**config.mk**
```make
export PLATFORM = sky130hd
export DESIGN_NAME = imem_loader
export DESIGN_NICKNAME = d
export VERILOG_FILES = /design/src/rtl/imem_loader_pkg.sv /design/src/rtl/imem_loader_timeout.sv /design/src/rtl/imem_loader.sv
export SDC_FILE = /design/constraint.sdc
export NUM_CORES = 1
export LEC_CHECK = 0
export CORE_MARGIN = 3
export CORE_UTILIZATION = 35
export DETAILED_ROUTE_END_ITERATION = 8
export GPL_ROUTABILITY_DRIVEN = 0
export PLACE_DENSITY = 0.56
export REMOVE_ABC_BUFFERS = 1
export SYNTH_ARGS = -nofsm -noshare
export SYNTH_HDL_FRONTEND = slang
export SYNTH_SLANG_ARGS = --single-unit
export TNS_END_PERCENT = 1
```
**constraint.sdc**
```tcl
create_clock -name clk -period 8.65 [get_ports clk]
set_input_delay 1.2975 -clock clk [delete_from_list [all_inputs] [get_ports clk]]
set_output_delay 1.2975 -clock clk [all_outputs]
set_load 0.05 [all_outputs]
```
**src/rtl/imem_loader_pkg.sv**
```systemverilog
// Shared definitions for the instruction-memory loader and its host-side model.
package imem_loader_pkg;

  // Frame field widths: 16-bit word count, 8-bit XOR checksum.
  localparam int LEN_W  = 16;
  localparam int CSUM_W = 8;

  // Default frame start marker.
  localparam logic [7:0] SYNC_BYTE_DEF = 8'h55;

  // Loader FSM states.
  typedef enum logic [2:0] {
    ST_IDLE   = 3'd0,
    ST_LEN_HI = 3'd1,
    ST_LEN_LO = 3'd2,
    ST_DATA   = 3'd3,
    ST_CHECK  = 3'd4
  } state_e;

endpackage

```
**src/rtl/imem_loader_timeout.sv**
```systemverilog
// Inter-byte idle timer: counts cycles with no byte while a frame is open.
module loader_timeout #(
  parameter int TIMEOUT_CYCLES = 100000
) (
  input  logic clk,
  input  logic reset,
  input  logic clear,
  input  logic enable,
  output logic expire
);

  localparam int CW = $clog2(TIMEOUT_CYCLES + 1);

  logic [CW-1:0] count;

  // Fires on the cycle that would be the TIMEOUT_CYCLES-th idle cycle. A byte
  // arriving in that same cycle does not rescue the frame.
  assign expire = enable && (count == CW'(TIMEOUT_CYCLES - 1));

  // Idle-cycle counter; restarts on every byte and whenever no frame is open.
  always_ff @(posedge clk or posedge reset) begin
    if (reset)                         count <= '0;
    else if (!enable || clear || expire) count <= '0;
    else                               count <= count + 1'b1;
  end

endmodule

```
**src/rtl/imem_loader.sv**
```systemverilog
// UART-fed instruction-memory loader: parses a framed word stream, writes
// words into instruction memory and holds the CPU while a frame is open.
module imem_loader
  import imem_loader_pkg::*;
#(
  parameter int         MEM_WORDS      = 256,
  parameter int         TIMEOUT_CYCLES = 100000,
  parameter logic [7:0] SYNC_BYTE      = SYNC_BYTE_DEF
) (
  input  logic        clk,
  input  logic        reset,
  input  logic [7:0]  rx_data,
  input  logic        rx_valid,
  output logic        wr_en,
  output logic [31:0] wr_addr,
  output logic [31:0] wr_data,
  output logic        cpu_hold,
  output logic        load_done,
  output logic        load_err
);

  state_e              state, state_nxt;
  logic [LEN_W-1:0]    len;
  logic [LEN_W-1:0]    len_n;
  logic [LEN_W-1:0]    word_idx;
  logic [1:0]          byte_cnt;
  logic [23:0]         word_sh;
  logic [CSUM_W-1:0]   csum;
  logic                expire;
  logic                is_sync;
  logic                len_big;
  logic                last_word;

  loader_timeout #(.TIMEOUT_CYCLES(TIMEOUT_CYCLES)) u_timeout (
    .clk    (clk),
    .reset  (reset),
    .clear  (rx_valid),
    .enable (state != ST_IDLE),
    .expire (expire)
  );

  assign is_sync   = (rx_data == SYNC_BYTE);
  assign len_n     = {len[LEN_W-1:8], rx_data};
  assign len_big   = ({16'd0, len_n} > 32'(MEM_WORDS));
  assign last_word = (word_idx == len - 16'd1);

  // State register.
  always_ff @(posedge clk or posedge reset) begin
    if (reset) state <= ST_IDLE;
    else       state <= state_nxt;
  end

  // Next-state: a timeout wins over (and discards) a byte in the same cycle.
  always_comb begin
    state_nxt = state;
    if (expire) begin
      state_nxt = ST_IDLE;
    end else if (rx_valid) begin
      case (state)
        ST_IDLE:   if (is_sync) state_nxt = ST_LEN_HI;
        ST_LEN_HI: state_nxt = ST_LEN_LO;
        ST_LEN_LO: begin
          if (len_big)           state_nxt = ST_IDLE;
          else if (len_n == '0)  state_nxt = ST_CHECK;
          else                   state_nxt = ST_DATA;
        end
        ST_DATA:   if (byte_cnt == 2'd3 && last_word) state_nxt = ST_CHECK;
        ST_CHECK:  state_nxt = ST_IDLE;
        default:   state_nxt = ST_IDLE;
      endcase
    end
  end

  // CPU stays in reset for as long as any frame is open.
  always_comb begin
    cpu_hold = (state != ST_IDLE);
  end

  // Datapath: length capture, word assembly, checksum, write and status strobes.
  always_ff @(posedge clk or posedge reset) begin
    if (reset) begin
      len       <= '0;
      word_idx  <= '0;
      byte_cnt  <= '0;
      word_sh   <= '0;
      csum      <= '0;
      wr_en     <= 1'b0;
      wr_addr   <= '0;
      wr_data   <= '0;
      load_done <= 1'b0;
      load_err  <= 1'b0;
    end else begin
      wr_en     <= 1'b0;
      load_done <= 1'b0;
      if (expire) begin
        load_err <= 1'b1;
      end else if (rx_valid) begin
        case (state)
          ST_IDLE: begin
            if (is_sync) begin
              load_err <= 1'b0;
              len      <= '0;
              word_idx <= '0;
              byte_cnt <= '0;
              csum     <= '0;
            end
          end
          ST_LEN_HI: len[LEN_W-1:8] <= rx_data;
          ST_LEN_LO: begin
            len[7:0] <= rx_data;
            if (len_big) load_err <= 1'b1;
          end
          ST_DATA: begin
            csum     <= csum ^ rx_data;
            byte_cnt <= byte_cnt + 2'd1;
            word_sh  <= {word_sh[15:0], rx_data};
            // Fourth byte completes a big-endian word; commit it next cycle.
            if (byte_cnt == 2'd3) begin
              wr_en    <= 1'b1;
              wr_addr  <= 32'({word_idx, 2'b00});
              wr_data  <= {word_sh, rx_data};
              word_idx <= word_idx + 16'd1;
            end
          end
          ST_CHECK: begin
            if (csum == rx_data) load_done <= 1'b1;
            else                 load_err  <= 1'b1;
          end
          default: ;
        endcase
      end
    end
  end

endmodule
```
==> impl_metrics.py, run 1 <==
metrics = {
    "status": {
        "status": "finished clean",
    },
    "sta": {
        "tns_ns": 0,
        "period_minus_slack_ns": 3.915,
        "worstMarginPinSlew_ns": 1.148,
        "final.setup_skew_ns": 0.009788,
        "finalCritPeriodShare_pct": 45.26,
        "finalSetupViolations": 0,
        "fmax_mhz": 255.4,
        "slew_headroom_pct": 22.74,
        "grt_setup_unrepaired": "no",
        "finalHoldViolCount": 0,
        "whs_ns": 0.4675,
        "drv_slew": 0,
    },
    "setup_path": {
        "crit_fanout": 38,
        "worstSetupPathType": "in -> reg",
        "worstPathRequired_ns": 9.00,
        "path_cells": "clkdlybuf4s50_1 -> o2111a_1 -> nand2_2 -> inv_2 -> buf_4 -> and3_1 -> a21oi_1 -> a21oi_1",
        "endpoint_kind": "register",
        "cp.arrival_ns": 4.26,
        "worstRegToRegCells": 10,
        "crit_path_frequent_cell": "a21oi_1",
        "cpPeakStageDelay_ns": 0.89,
        "critPathLaunchType": "primary input",
        "cp_slowest_cell": "o2111a_1",
    },
    "floorplan": {
        "die_w_um": 143.2,
        "placementRows": 49,
        "die_h_um": 143.2,
        "die_area_um2": 20500,
        "core-area_um2": 18210,
        "io_pins": 79,
        "initial_utilization_pct": 36.17,
    },
    "synth": {
        "synthArstFlopShare_pct": 100.0,
        "post-synth-top-area-fraction_pct": 52.05,
        "synth-main-ff-cell": "dfrtp_1",
        "ys_warn_count": 0,
        "synth_top_area_cell": "dfrtp_1",
        "synth-seq-cells": 137,
        "synth-edff-count": 0,
        "avgSynthCellArea_um2": 8.817,
        "synth_area_um2": 6586,
        "synthCells": 747,
        "ys_top_cells_by_area": "dfrtp_1 52%, nand2_1 14%, xnor2_1 3.7%, nor2_1 3.1%, o21ai_1 3.0%",
        "ys_top_cells_by_count": "243 x nand2_1, 137 x dfrtp_1, 55 x nor2_1",
        "yosysSeqAreaShare_pct": 52.05,
        "yosysUniqueCellTypes": 53,
        "synth_most_common_cell": "nand2_1",
    },
    "clock_network": {
        "post_cts_buffers": 0,
        "clk_latency_ns": 0.42,
        "clk_pin_slew_ns": 0.06,
        "h-tree-depth": 4,
        "numCtsBuffers": 17,
        "clockRootBuffer": "clkbuf_16",
        "cts_tree": "yes",
        "cts.repair.resized": 0,
        "cts_hold_buf": 0,
        "clock_path_buffers": 2,
        "clock_sinks": 137,
    },
    "placed_design": {
        "placed_area_um2": 7287,
        "io_buffer_count": 62,
        "hpwl_mm": 9.515,
    },
    "cells_and_area": {
        "diodes": 0,
        "nets": 801,
        "fillers": 1781,
        "fin_area_um2": 7890,
        "areaGrowthSynthToFinish_pct": 19.79,
        "finish.utilization_pct": 43.33,
        "final_layout_size_suffix_gt1_share_pct": 5.632,
    },
    "power": {
        "clkPwrFrac_pct": 26.6,
        "cell_internal_pwr_mw": 1.666,
        "seq_power_share_pct": 36.4,
        "swShare_pct": 40.78,
        "ir_drop_uv": 218.3,
        "powerDensity_nw_per_um2": 356.5,
        "combPwrFrac_pct": 37.0,
        "totalPowerFinal_mw": 2.813,
        "power.switching_mw": 1.147,
        "p_leak_nw": 3.629,
    },
    "flow_run": {
        "drv_cap": 0,
    },
    "route": {
        "drt_iter0_markers": 285,
        "drt_wl_total_mm": 15.00,
        "wl_per_cell_um": 14.59,
        "ant_nets": 0,
        "first_pass_iters": 4,
        "vias_per_cell": 4.920,
        "vias": 5058,
        "drcViolationCount": 0,
    },
    "grt": {
        "antenna_found_initial": 0,
        "grt_max_degree": 91,
        "grt_pass1_vias": 5049,
        "grt_overflow": 0,
        "gr-usage-all-layers_pct": 15.62,
        "grt_pass1_wl_mm": 25.70,
    },
    "hold_path": {
        "min_path_cells": 2,
        "hp-class": "reg -> reg",
    },
}
==> layout make-up <==
cell class                      instances  area [um2]  share of cell area [%]
Multi-Input combinational cell        551        2864                   36.30
Clock buffer                           19       432.9                   5.487
Sequential cell                       137        3428                   43.45
Inverter                               12       50.05                  0.6343
Timing Repair Buffer                   67       658.1                   8.341
Clock inverter                         13       170.2                   2.157
Tap cell                              229       286.5                   3.631
==> registers in the layout, indices dropped and copies added (netlist names) <==
| signal | cells |
|---|---|
| byte_cnt | 2 |
| csum | 8 |
| len | 16 |
| load_done | 1 |
| load_err | 1 |
| state | 3 |
| u_timeout.count | 17 |
| word_idx | 16 |
| word_sh | 24 |
| wr_addr | 16 |
| wr_data | 32 |
| wr_en | 1 |
==> layout by cell type (no fill, tap or decap), drive strengths merged, types with 2 or more instances in the layout <==
cell type / Yosys / layout
a211oi: 2 / 2
a21oi: 10 / 10
a22o: 19 / 19
a22oi: 2 / 2
a31oi: 7 / 7
and2: 2 / 2
and3: 12 / 12
and4: 5 / 5
buf: 24 / 5
bufinv: 0 / 3
clkbuf: 38 / 19
clkdlybuf4s50: 0 / 62
clkinv: 0 / 4
clkinvlp: 0 / 3
conb: 1 / 16
dfrtp: 137 / 137
ha: 4 / 4
inv: 12 / 15
nand2: 243 / 243
nand2b: 3 / 3
nand3: 12 / 12
nand4: 9 / 9
nor2: 55 / 55
nor3: 11 / 11
nor3b: 2 / 2
nor4: 10 / 10
o21a: 2 / 2
o21ai: 52 / 52
o2bb2ai: 2 / 2
o31ai: 4 / 4
or2: 2 / 2
or3: 5 / 5
xnor2: 28 / 28
xor2: 16 / 16
==> cells by family (layout without fill, tap and decap cells) <==
kind of cell,Yosys count,after routing,share of synthesized area (%)
adders and majority gates,4,4,0.7599
buffers and inverters,74,111,5.357
other,1,16,0.05694
xor gates and xnor gates,44,44,5.851
muxes,1,1,0.1520
and+or+nand+nor,377,377,25.15
DFF,137,137,52.05
AOI/OAI and AO/OA,109,109,10.62
==> routing by layer <==
| layer | up-vias | wire (um) | GRT usage, % |
|---|---|---|---|
| li1 | 2542 | - | - |
| met1 | 2411 | 7669 | 22.05 |
| met2 | 90 | 6682 | 24.01 |
| met3 | 15 | 431 | 3.148 |
| met4 | 0 | 214 | 5.353 |
| met5 | - | 0 | 0 |
==> metrics by stage <==
stage / setup slack, ns / cells
after global routing: 4.420 / 1028
after CTS: 4.663 / 1028
after floorplan: 3.685 / 700
after detailed placement: 4.218 / 996
after global placement: 4.313 / 996
final: 4.735 / 1028
==> power groups by stage <==
stage               Combinational (mW)  Clock [mW]  Sequential, mW
global route                      1.15       0.792            1.06
global placement                  1.04           0            1.03
detailed placement                1.05           0            1.03
CTS                               1.05       0.766            1.03
floorplan                        0.495           0            1.25
finish                            1.04       0.749            1.02
==> path summary, 6_finish.rpt <==
| path | from | to | slack, ns |
|---|---|---|---|
| min in group asynchronous | reset | u_timeout.count[6] | 1.41 |
| worst min-delay path | word_sh[17] | wr_data[25] | 0.47 |
| max in group asynchronous | reset | wr_addr[4] | 6.10 |
| worst max-delay path | rx_valid | word_idx[14] | 4.74 |
| worst min register to register | word_sh[17] | wr_data[25] | 0.47 |
| worst max register to register | state[1] | word_idx[14] | 5.08 |
==> critical path: cells and delay by family <==
family                 cells  cell delay, ns
AND/OR/NAND/NOR            2            0.34
buffers and inverters      3            1.51
AO/OA/AOI/OAI              3            1.07
Note: power is estimated with default switching activity, not from simulation.
==> run 2, diff against run 1 <==
Settings changed: PLACE_DENSITY 0.56 to 0.58.
Clock period 8.65 ns to 3.5 ns, I/O delays scaled along.
==> run 2 against run 1 <==
Net effect: worst setup slack got worse by 4.1 ns; critical path depth fell by 2; hold slack got worse by 0.0069 ns; largest power group unchanged; total power rose by 150%; critical path type is now reg -> reg; combinational power rose to 2.5 times the previous value; register-to-register slack got worse by 4.4 ns; clock skew rose by 0.011 ns; first-iteration DRC count rose by 23%.
==> impl_metrics.py, run 2 (synthesis gave the netlist of run 1 again) <==
metrics = {
    "sta": {
        "grt_setup_unrepaired": "no",
        "finalCritPeriodShare_pct": 80.86,
        "finalHoldViolCount": 0,
        "fmax_mhz": 353.3,
        "tns_ns": 0,
        "worstMarginPinSlew_ns": 1.289,
        "final.setup_skew_ns": 0.02056,
        "finalSetupViolations": 0,
        "period_minus_slack_ns": 2.830,
        "slew_headroom_pct": 13.30,
        "setup_ws_ns": 0.6699,
        "drv_slew": 0,
    },
    "grt": {
        "grt_max_degree": 64,
        "grt_overflow": 0,
        "grt_pass1_wl_mm": 26.50,
        "antenna_found_initial": 0,
        "grt_pass1_vias": 5164,
        "gr-usage-all-layers_pct": 16.19,
    },
    "floorplan": {
        "io_pins": 79,
        "core-area_um2": 18210,
        "die_area_um2": 20500,
        "die_w_um": 143.2,
        "die_h_um": 143.2,
        "placementRows": 49,
        "initial_utilization_pct": 36.17,
    },
    "hold_path": {
        "min_to": "u_timeout.count[0]",
        "min_path_cells": 1,
        "min_from": "u_timeout.count[0]",
        "hp-class": "reg -> reg",
    },
    "clock_network": {
        "clock_sinks": 137,
        "cts_hold_buf": 0,
        "clk_pin_slew_ns": 0.06,
        "clk_latency_ns": 0.43,
        "numCtsBuffers": 17,
        "clockRootBuffer": "clkbuf_16",
        "post_cts_buffers": 0,
        "cts.repair.resized": 0,
        "cts_tree": "yes",
        "h-tree-depth": 4,
        "clock_path_buffers": 2,
    },
    "cells_and_area": {
        "final_cell_mix": "242 x nand2_1, 137 x dfrtp_1, 62 x clkdlybuf4s50_1",
        "largestRegisters": "wr_data: 32 flops, word_sh: 24 flops, u_timeout.count: 17 flops",
        "diodes": 0,
        "final_common_cell": "nand2_1",
        "top_register": "wr_data",
        "nets": 809,
        "final_layout_size_suffix_gt1_share_pct": 6.568,
        "layout.cells.non_filler": 1036,
        "fillers": 1792,
        "largest_reg_flops": 32,
        "finish.utilization_pct": 43.67,
        "regArea_um2": 3428,
        "multi_input_area_um2": 2864,
        "areaGrowthSynthToFinish_pct": 20.73,
    },
    "route": {
        "drt_iter0_markers": 350,
        "wl_per_cell_um": 14.80,
        "vias": 5119,
        "drt_wl_total_mm": 15.33,
        "vias_per_cell": 4.941,
        "drcViolationCount": 0,
        "first_pass_iters": 5,
        "ant_nets": 0,
    },
    "placed_design": {
        "hpwl_mm": 10.22,
        "io_buffer_count": 62,
        "pre_cts_slack_ns": 0.6813,
        "place_inst": 1004,
    },
    "setup_path": {
        "crit_fanout": 10,
        "worstRegToRegCells": 6,
        "worstSetupPathType": "reg -> reg",
        "worstReg2RegEnd": "len[9]",
        "critPathLaunchType": "register",
        "endpoint_kind": "register",
        "r2r-start": "state[2]",
        "cp.arrival_ns": 3.18,
        "reg2reg_slack_ns": 0.67,
        "worstPathRequired_ns": 3.85,
    },
    "power": {
        "powerDensity_nw_per_um2": 870.2,
        "p_leak_nw": 3.669,
        "totalPowerFinal_mw": 6.919,
        "ir_drop_uv": 472.0,
    },
    "status": {
        "status": "finished clean",
    },
    "flow_run": {
        "drv_cap": 0,
    },
}
==> run 2: routing by layer <==
| layer | up-vias | GRT usage, % | wire (um) |
|---|---|---|---|
| met5 | - | 0 | 0 |
| met4 | 0 | 4.902 | 116 |
| met3 | 6 | 4.220 | 614 |
| met2 | 95 | 24.60 | 6922 |
| met1 | 2469 | 22.77 | 7678 |
| li1 | 2549 | - | - |
==> run 2: layout make-up <==
cell class / count / share of cell area, %
repair buffers: 75 / 9.347
well taps: 229 / 3.603
clock buffers: 19 / 5.445
flip-flops and latches: 137 / 43.12
inverters: 12 / 0.6294
multi-input cells: 551 / 36.02
clock inverters: 13 / 1.841
==> run 2: critical path, cell delays in order (launching register included) <==
cell and delay, ns:
dfrtp_1 0.50, nor3_1 0.50, inv_2 0.09, nand3_1 0.16
o21ai_1 0.21, nor4_1 1.03, a22o_1 0.27
==> run 2: where the power goes <==
| part | switching [mW] | total [mW] | internal, mW |
|---|---|---|---|
| Sequential | 0.464 | 2.53 | 2.07 |
| Clock | 0.709 | 1.76 | 1.05 |
| Combinational | 1.68 | 2.63 | 0.946 |
| Total | 2.85 | 6.92 | 4.07 |
==> run 2: worst max path at each step <==
| stage | start | to |
|---|---|---|
| 2_1_floorplan | reset | byte_cnt[0] |
| 3_3_place_gp | state[2] | len[15] |
| 3_5_place_dp | rx_data[3] | csum[6] |
| 4_1_cts | state[2] | len[9] |
| 5_1_grt | state[2] | len[9] |
| 6_report | state[2] | len[9] |
==> run 2: per-stage QoR <==
step                hold slack, ns  instance area, um2
global route                0.4977                7951
detailed placement          0.4526                7372
global placement            0.4474                7372
finish                      0.4606                7951
CTS                         0.4609                7951
floorplan                   0.4239                6335
==> run 3, diff against run 2 <==
Clock period 3.5 ns to 2.35 ns, I/O delays scaled along.
==> run 3 against run 2 <==
Net effect: the run now ends with setup timing left; highest routed layer unchanged; clock skew decreased by 0.0083 ns; final area increased by 4.3%; total power increased by 52%; largest power group unchanged; flip-flop and latch count unchanged; critical endpoint is now state[0].
==> impl_metrics.py, run 3 (synthesis gave the netlist of run 1 again) <==
metrics = {
    "status": {
        "status": "complete, but fails checks",
        "violations": "setup timing",
    },
    "route": {
        "first_pass_iters": 7,
        "drt_iter0_markers": 317,
        "drt_wl_total_mm": 15.51,
        "drcViolationCount": 0,
        "vias": 5285,
        "vias_per_cell": 4.907,
        "ant_nets": 0,
        "wl_per_cell_um": 14.40,
    },
    "grt": {
        "gr-usage-all-layers_pct": 16.09,
        "grt_pass1_wl_mm": 26.65,
        "grt_overflow": 0,
        "grt_max_degree": 45,
        "grt_pass1_vias": 5241,
        "antenna_found_initial": 0,
    },
    "cells_and_area": {
        "diodes": 0,
        "final_common_cell": "nand2_1",
        "largestRegisters": "wr_data: 32 flops, word_sh: 24 flops, u_timeout.count: 17 flops",
        "fillers": 1780,
        "areaGrowthSynthToFinish_pct": 25.91,
        "final_layout_size_suffix_gt1_share_pct": 11.79,
        "top_register": "wr_data",
        "final_cell_mix": "242 x nand2_1, 137 x dfrtp_1, 62 x clkdlybuf4s50_1",
        "layout.cells.non_filler": 1077,
        "nets": 850,
        "largest_reg_flops": 32,
    },
    "clock_network": {
        "cts_hold_buf": 0,
        "numCtsBuffers": 17,
        "clk_latency_ns": 0.42,
        "clockRootBuffer": "clkbuf_16",
        "clock_sinks": 137,
        "clk_pin_slew_ns": 0.07,
        "clock_path_buffers": 2,
        "cts_tree": "yes",
        "h-tree-depth": 4,
    },
    "setup_path": {
        "cp_slowest_cell": "or4b_4",
        "startpoint": "len[0]",
        "path_cells": "inv_1 -> ha_2 -> or4b_4 -> nor4_4 -> nand2_1 -> or3_4 -> a221oi_2 -> nand4_1 -> a22o_1",
        "worstSetupPathType": "reg -> reg",
        "cp.arrival_ns": 2.77,
        "critical-path-top-delay-family": "simple AND/OR/NAND/NOR gates",
        "worstReg2RegEnd": "state[0]",
        "worstRegToRegCells": 9,
        "critical_path.n_buffers_inverters": 1,
        "reg2reg_slack_ns": -0.12,
        "worstPathRequired_ns": 2.65,
        "crit_fanout": 3,
        "cpPeakStageDelay_ns": 0.48,
        "r2r-start": "len[0]",
        "endpoint_kind": "register",
        "critPathLaunchType": "register",
    },
    "floorplan": {
        "io_pins": 79,
        "die_area_um2": 20500,
        "initial_utilization_pct": 36.17,
        "core-area_um2": 18210,
        "placementRows": 49,
        "die_w_um": 143.2,
        "die_h_um": 143.2,
    },
    "placed_design": {
        "place_inst": 1041,
        "hpwl_mm": 10.68,
        "pre_cts_slack_ns": -0.2111,
        "io_buffer_count": 62,
    },
    "power": {
        "swShare_pct": 41.49,
        "cell_internal_pwr_mw": 6.136,
        "power.switching_mw": 4.352,
        "clkPwrFrac_pct": 24.0,
        "powerDensity_nw_per_um2": 1265,
        "seq_power_share_pct": 34.4,
        "combPwrFrac_pct": 41.5,
        "ir_drop_uv": 805.9,
        "p_leak_nw": 3.869,
    },
    "hold_path": {
        "hp-class": "in -> async",
    },
    "sta": {
        "finalHoldViolCount": 0,
        "finalCritPeriodShare_pct": 105.2,
        "fmax_mhz": 404.6,
        "setup_ws_ns": -0.1218,
        "drv_slew": 0,
        "grt_setup_unrepaired": "yes",
        "worstMarginPinSlew_ns": 0.7144,
        "period_minus_slack_ns": 2.472,
        "finalSetupViolations": 3,
        "slew_headroom_pct": 51.98,
        "final.setup_skew_ns": 0.01228,
    },
    "flow_run": {
        "drv_cap": 0,
    },
}
-- run 3: worst max-delay path by stage --
stage | end | slack, ns | depth (start not counted)
floorplan | byte_cnt[0] | -1.67 | 1
global placement | state[0] | -0.13 | 9
detailed placement | state[0] | -0.21 | 9
CTS | state[0] | -0.08 | 9
global route | state[0] | -0.23 | 9
finish | state[0] | -0.12 | 9
-- run 3: final cells by class --
type,count,area [um2],share of cell area (%)
Clock inverter,13,108.9,1.313
Multi-Input combinational cell,551,2888,34.82
Timing Repair Buffer,116,1089,13.13
Tap cell,229,286.5,3.455
Clock buffer,19,442.9,5.341
Inverter,12,50.05,0.6035
Sequential cell,137,3428,41.34
-- run 3: what timing repair did --
| item | in CTS | in global routing |
|---|---|---|
| setup endpoints to repair | 5 | 3 |
| pin swaps | 5 | 3 |
| hold endpoints to repair | 0 | 0 |
| gates resized for setup | 4 | 1 |
| buffers inserted | 4 | 0 |
-- run 3: per-layer routing --
layer	up-vias	wire length [um]	GRT usage [%]
met5	-	0	0
met4	0	155	5.203
met3	12	563	3.684
met2	102	6830	23.94
met1	2535	7959	23.26
li1	2636	-	-
-- run 3: power groups by stage --
| stage | clock, mW | combinational [mW] | sequential [mW] |
|---|---|---|---|
| after floorplan | 0 | 1.82 | 4.60 |
| after global placement | 0 | 4.31 | 3.64 |
| after detailed placement | 0 | 4.36 | 3.63 |
| after CTS | 2.58 | 4.40 | 3.62 |
| after global routing | 2.69 | 4.79 | 3.72 |
| final | 2.52 | 4.36 | 3.61 |
-- run 3: per-stage QoR --
| stage | TNS, ns | util, % | power (mW) | hold WS [ns] | instance area (um2) |
|---|---|---|---|---|---|
| 2_1_floorplan | -313.97 | - | 6.428 | 0.4239 | 6335 |
| 3_3_place_gp | -0.2066 | 42.22 | 7.947 | 0.4382 | 7687 |
| 3_5_place_dp | -0.4488 | 42.22 | 7.989 | 0.4470 | 7687 |
| 4_1_cts | -0.1433 | 45.52 | 10.60 | 0.3319 | 8288 |
| 5_1_grt | -0.5590 | 45.54 | 11.20 | 0.3463 | 8293 |
| 6_report | -0.2306 | 45.54 | 10.49 | 0.3098 | 8293 |
